`src/rtl/lc3_writeback_sequencer.sv`:
```
// ---------------------------------------------------------------------------
// lc3_writeback_sequencer
//
// Control FSM between the LC3 execute stage and the writeback stage. Takes
// one decoded instruction at a time, runs the memory accesses it needs, and
// drives the register-file writeback controls.
//
// Ports
//   clock, reset        rising-edge clock, asynchronous active-high reset
//   ex_valid/ex_ready   handshake with execute (ready only while IDLE)
//   ex_opcode, ex_dr    IR[15:12] and destination register of the instruction
//   mem_req/mem_rw      memory request (held until mem_ack), 0=read 1=write
//   mem_addr_sel        0 = computed pcout address, 1 = indirect (memout)
//   mem_ack             memory finished the current access this cycle
//   W_Control, dr       writeback mux select / register address (held
//                       from accept until the next accept)
//   enable_writeback    1-cycle register-file write strobe
//   retire, mem_error,
//   illegal_op          1-cycle status pulses
// ---------------------------------------------------------------------------
module lc3_writeback_sequencer #(
    parameter int MEM_TIMEOUT = 16,
    parameter int CNT_W       = 5
) (
    input  logic       clock,
    input  logic       reset,
    input  logic       ex_valid,
    output logic       ex_ready,
    input  logic [3:0] ex_opcode,
    input  logic [2:0] ex_dr,
    output logic       mem_req,
    output logic       mem_rw,
    output logic       mem_addr_sel,
    input  logic       mem_ack,
    output logic [1:0] W_Control,
    output logic       enable_writeback,
    output logic [2:0] dr,
    output logic       retire,
    output logic       mem_error,
    output logic       illegal_op
);

    localparam logic [2:0] S_IDLE   = 3'd0;
    localparam logic [2:0] S_WB     = 3'd1;
    localparam logic [2:0] S_RD     = 3'd2;
    localparam logic [2:0] S_RD_IND = 3'd3;
    localparam logic [2:0] S_WR     = 3'd4;

    localparam logic [3:0] OP_BR  = 4'b0000;
    localparam logic [3:0] OP_ADD = 4'b0001;
    localparam logic [3:0] OP_LD  = 4'b0010;
    localparam logic [3:0] OP_ST  = 4'b0011;
    localparam logic [3:0] OP_AND = 4'b0101;
    localparam logic [3:0] OP_LDR = 4'b0110;
    localparam logic [3:0] OP_STR = 4'b0111;
    localparam logic [3:0] OP_NOT = 4'b1001;
    localparam logic [3:0] OP_LDI = 4'b1010;
    localparam logic [3:0] OP_STI = 4'b1011;
    localparam logic [3:0] OP_JMP = 4'b1100;
    localparam logic [3:0] OP_LEA = 4'b1110;

    localparam logic [CNT_W-1:0] CNT_LIMIT = CNT_W'(MEM_TIMEOUT - 1);

    logic [2:0]       state_q, state_d;
    logic [3:0]       opcode_q, opcode_d;
    logic [2:0]       dr_q, dr_d;
    logic [1:0]       wctl_q, wctl_d;
    logic [CNT_W-1:0] cnt_q, cnt_d;
    logic             retire_p_q, retire_p_d;   // retire outside WB (CTRL, WR done)
    logic             err_q, err_d;
    logic             ill_q, ill_d;

    logic in_mem;
    assign in_mem = (state_q == S_RD) || (state_q == S_RD_IND) || (state_q == S_WR);

    always_comb begin
        state_d    = state_q;
        opcode_d   = opcode_q;
        dr_d       = dr_q;
        wctl_d     = wctl_q;
        cnt_d      = cnt_q;
        retire_p_d = 1'b0;
        err_d      = 1'b0;
        ill_d      = 1'b0;

        case (state_q)
            S_IDLE: begin
                if (ex_valid) begin
                    opcode_d = ex_opcode;
                    dr_d     = ex_dr;
                    wctl_d   = 2'd0;
                    cnt_d    = '0;
                    case (ex_opcode)
                        OP_ADD, OP_AND, OP_NOT: state_d = S_WB;
                        OP_LEA: begin
                            state_d = S_WB;
                            wctl_d  = 2'd1;
                        end
                        OP_LD, OP_LDR, OP_LDI: begin
                            state_d = S_RD;
                            wctl_d  = 2'd2;
                        end
                        OP_STI:        state_d = S_RD;
                        OP_ST, OP_STR: state_d = S_WR;
                        // Control flow has nothing to write back; stay in IDLE
                        OP_BR, OP_JMP: retire_p_d = 1'b1;
                        default: begin
                            retire_p_d = 1'b1;
                            ill_d      = 1'b1;
                        end
                    endcase
                end
            end
            S_WB: state_d = S_IDLE;
            S_RD, S_RD_IND, S_WR: begin
                // An ack on the limit cycle still completes the access.
                if (mem_ack) begin
                    cnt_d = '0;
                    case (state_q)
                        S_RD: begin
                            if (opcode_q == OP_LDI)      state_d = S_RD_IND;
                            else if (opcode_q == OP_STI) state_d = S_WR;
                            else                         state_d = S_WB;
                        end
                        S_RD_IND: state_d = S_WB;
                        default: begin
                            state_d    = S_IDLE;
                            retire_p_d = 1'b1;
                        end
                    endcase
                end else if (cnt_q == CNT_LIMIT) begin
                    cnt_d   = '0;
                    state_d = S_IDLE;
                    err_d   = 1'b1;
                end else begin
                    cnt_d = cnt_q + 1'b1;
                end
            end
            default: state_d = S_IDLE;
        endcase
    end

    always_ff @(posedge clock or posedge reset) begin
        if (reset) begin
            state_q    <= S_IDLE;
            opcode_q   <= '0;
            dr_q       <= '0;
            wctl_q     <= '0;
            cnt_q      <= '0;
            retire_p_q <= 1'b0;
            err_q      <= 1'b0;
            ill_q      <= 1'b0;
        end else begin
            state_q    <= state_d;
            opcode_q   <= opcode_d;
            dr_q       <= dr_d;
            wctl_q     <= wctl_d;
            cnt_q      <= cnt_d;
            retire_p_q <= retire_p_d;
            err_q      <= err_d;
            ill_q      <= ill_d;
        end
    end

    assign ex_ready         = (state_q == S_IDLE);
    assign mem_req          = in_mem;
    assign mem_rw           = (state_q == S_WR);
    assign mem_addr_sel     = (state_q == S_RD_IND) || ((state_q == S_WR) && (opcode_q == OP_STI));
    assign W_Control        = wctl_q;
    assign dr               = dr_q;
    assign enable_writeback = (state_q == S_WB);
    assign retire           = (state_q == S_WB) || retire_p_q;
    assign mem_error        = err_q;
    assign illegal_op       = ill_q;

endmodule

```
`config.mk`:
```
export PLATFORM = sky130hd
export DESIGN_NAME = lc3_writeback_sequencer
export DESIGN_NICKNAME = d
export VERILOG_FILES = /design/src/rtl/lc3_writeback_sequencer.sv
export SDC_FILE = /design/constraint.sdc
export NUM_CORES = 1
export LEC_CHECK = 0
export CAP_MARGIN = 20
export CORE_MARGIN = 4
export CORE_UTILIZATION = 54
export DETAILED_ROUTE_END_ITERATION = 12
export DONT_BUFFER_PORTS = 1
export PLACE_DENSITY = 0.75
export SLEW_MARGIN = 20
export SYNTH_ARGS = -nofsm -noshare
export SYNTH_HDL_FRONTEND = slang
export SYNTH_SLANG_ARGS = --single-unit
```
`constraint.sdc`:
```
create_clock -name clock -period 1.6 [get_ports clock]
set_clock_uncertainty 0.1 [all_clocks]
set_input_delay 0.24 -clock clock [delete_from_list [all_inputs] [get_ports clock]]
set_output_delay 0.24 -clock clock [all_outputs]
set_load 0.005 [all_outputs]
```
==> results.toml <==
[synth]
synth-edff-count = 0
synth_cell_types = 44
synth.top_cell.area_share_pct = 47.5
syn_area_um2 = 1050
syn_nets = 107
ys_async_sr_fraction_pct = 100
synth_cells = 95
yosys_warnings = 0
synthTopCellsByArea = "dfrtp_1, mux2_2, nand4b_1"
synth-main-ff-cell = "dfrtp_1"
postSynthAreaPerCell_um2 = 11.1
yosysTopAreaCell = "dfrtp_1"
synth-seq-cells = 20
ys_seq_area_share_pct = 47.5

[cells_and_area]
seq_area_um2 = 504
multi_input_area_um2 = 548
final_cells = 144
drive_gt1_share_pct = 37.0
final_util_pct = 74.9
syn_to_final_growth_pct = 26.7
fill_cells = 128
nets = 132
most-common-layout-cells = "dfrtp_1, buf_4, dlygate4sd3_1"
fin_area_um2 = 1340
diodes = 0
final_common_cell = "dfrtp_1"

[die]
core_area_um2 = 1780
die_h_um = 52.2
fp-row-count = 15
chipWidth_um = 52.2
io_pins = 24
initial_core_util_pct = 59.1
dieArea_um2 = 2720

[place]
hpwl_um = 1650
dpl.cell_count = 125
dpl-instance-area_um2 = 1120
place.gp.congestion = 0.892
portBuffers = 0

[setup_path]
required_ns = 1.26
end_kind = "output pin"
arrival_ns = 1.24
cp-start-kind = "flip-flop"
worstPathMaxFanout = 5
r2r_start = "state_q[1]$_DFFE_PP0P_"
timing_worst_setup_path_type = "reg -> out"
startpoint = "state_q[0]$_DFFE_PP0P_"

[clock_tree]
htree_levels = 1
cts.sinks = 20
clockBufferDepth = 2
insertion_delay_ns = 0.30
root_buffer = "clkbuf_4"
cts_tree = "yes"
cts_buffers = 3
clkTransAtPathRegs_ns = 0.12

[power]
ir_drop_mv = 0.974
power_leakage_nw = 0.565
p_per_area_nw_per_um2 = 1540

[route]
drt-wirelength-per-cell_um = 16.5
drtAntennaViolNets = 0
drt-total-wl_um = 2380
vias_per_cell = 5.92
drtIter0Drc = 10
drt-pass1-iter-count = 4
drcViolationCount = 0
vias = 853

[hold_path]
worstHoldStart = "ex_opcode[1]"
min_path_type = "in -> reg"

[global_route]
grt_use_total_pct = 20.5
antenna_found_initial = 0
grt_max_degree = 21
grt_pass1_wl_um = 3970
first_global_vias = 852
grt-ovfl-total = 0

[timing]
fin_hold_ws_ns = 0.0315
rsz0062_at_grt = "yes"
slew_headroom_pct = 78.8
setup_tns_ns = 0
max_freq_mhz = 632
hold_viol = 0
max_slew.worst_pin.slew_ns = 0.316
report.final.slew_viol_count = 0
period_minus_slack_ns = 1.58
min_period_over_period_pct = 98.9
finalSetupViolations = 0

[run_status]
outcome = "finished, final reports clean"

[flow_run]
max-cap-violations = 0
[metal layers]
layer,track usage (%),vias to the layer above,share of wire [%]
met5,0,-,0
met4,12.3,0,2.1
met3,6.27,4,7.0
met2,32.6,26,51
met1,24.2,422,40
li1,-,401,-
[per-stage QoR]
step	setup WS, ns	total power, mW
final	0.0181	2.06
after global routing	-0.0284	2.20
after CTS	0.000658	1.92
after detailed placement	0.0206	1.59
after global placement	0.0645	1.56
after floorplan	0.0931	1.38
[synthesized netlist by cell type, types with 2 or more instances]
| library cell | instances |
|---|---|
| nand4b_1 | 4 |
| dfrtp_1 | 20 |
| inv_1 | 3 |
| o21ai_0 | 6 |
| nand3_1 | 3 |
| buf_6 | 2 |
| nor2_1 | 4 |
| or2_2 | 3 |
| nor3_1 | 3 |
| nand2_1 | 4 |
| nand3b_1 | 2 |
| mux2_2 | 6 |
| a31oi_1 | 3 |
| nor2b_1 | 2 |
[layout make-up]
type / count / share of cell area [%]
Timing Repair Buffer: 23 / 14.8
Inverter: 4 / 1.31
Tap cell: 25 / 2.34
Clock buffer: 4 / 2.72
Multi-Input combinational cell: 68 / 41.0
Sequential cell: 20 / 37.8
[flip-flops by register name, indices dropped and copies added, names as in the netlist]
register    cells
retire_p_q      1
cnt_q           5
state_q         3
W_Control       2
dr              3
illegal_op      1
mem_error       1
opcode_q        4
[cell families after synthesis]
group	Yosys count	synth area share (%)
AOI/OAI and AO/OA	26	18.6
buffers and inverters	7	4.28
adders and majority gates	1	1.19
muxes	7	7.84
xor gates and xnor gates	1	0.832
and+or+nand+nor	33	19.7
DFF	20	47.5
[worst paths after layout]
check,endpoint,slack [ns],cells past startpoint
worst max-delay path,ex_ready,0.02,2
worst min-delay path,state_q[2]$_DFFE_PP0P_,0.03,2
worst max register to register,cnt_q[3]$_DFFE_PP0P_,0.02,4
worst min register to register,cnt_q[4]$_DFFE_PP0P_,0.39,1
max in group asynchronous,state_q[0]$_DFFE_PP0P_,0.89,3
min in group asynchronous,opcode_q[2]$_DFFE_PP0P_,0.29,3
[worst max-delay path: stages, from the launching register on]
cell     delay, ns
dfrtp_2       0.48
nor3_4        0.30
buf_4         0.16
[power by group]
part | switching (mW) | internal [mW]
clock network | 0.159 | 0.139
logic | 0.401 | 0.494
registers | 0.188 | 0.680
[timing repair]
| item | 4_1_cts | 5_1_grt |
|---|---|---|
| resized for setup | 5 | 9 |
| pin swaps | 1 | 5 |
| hold endpoints to repair | 29 | 1 |
| setup endpoints to repair | 4 | 11 |
| setup buffers | 0 | 5 |
| hold buffers | 8 | 2 |
No activity file was read; power rests on OpenSTA's default activity.
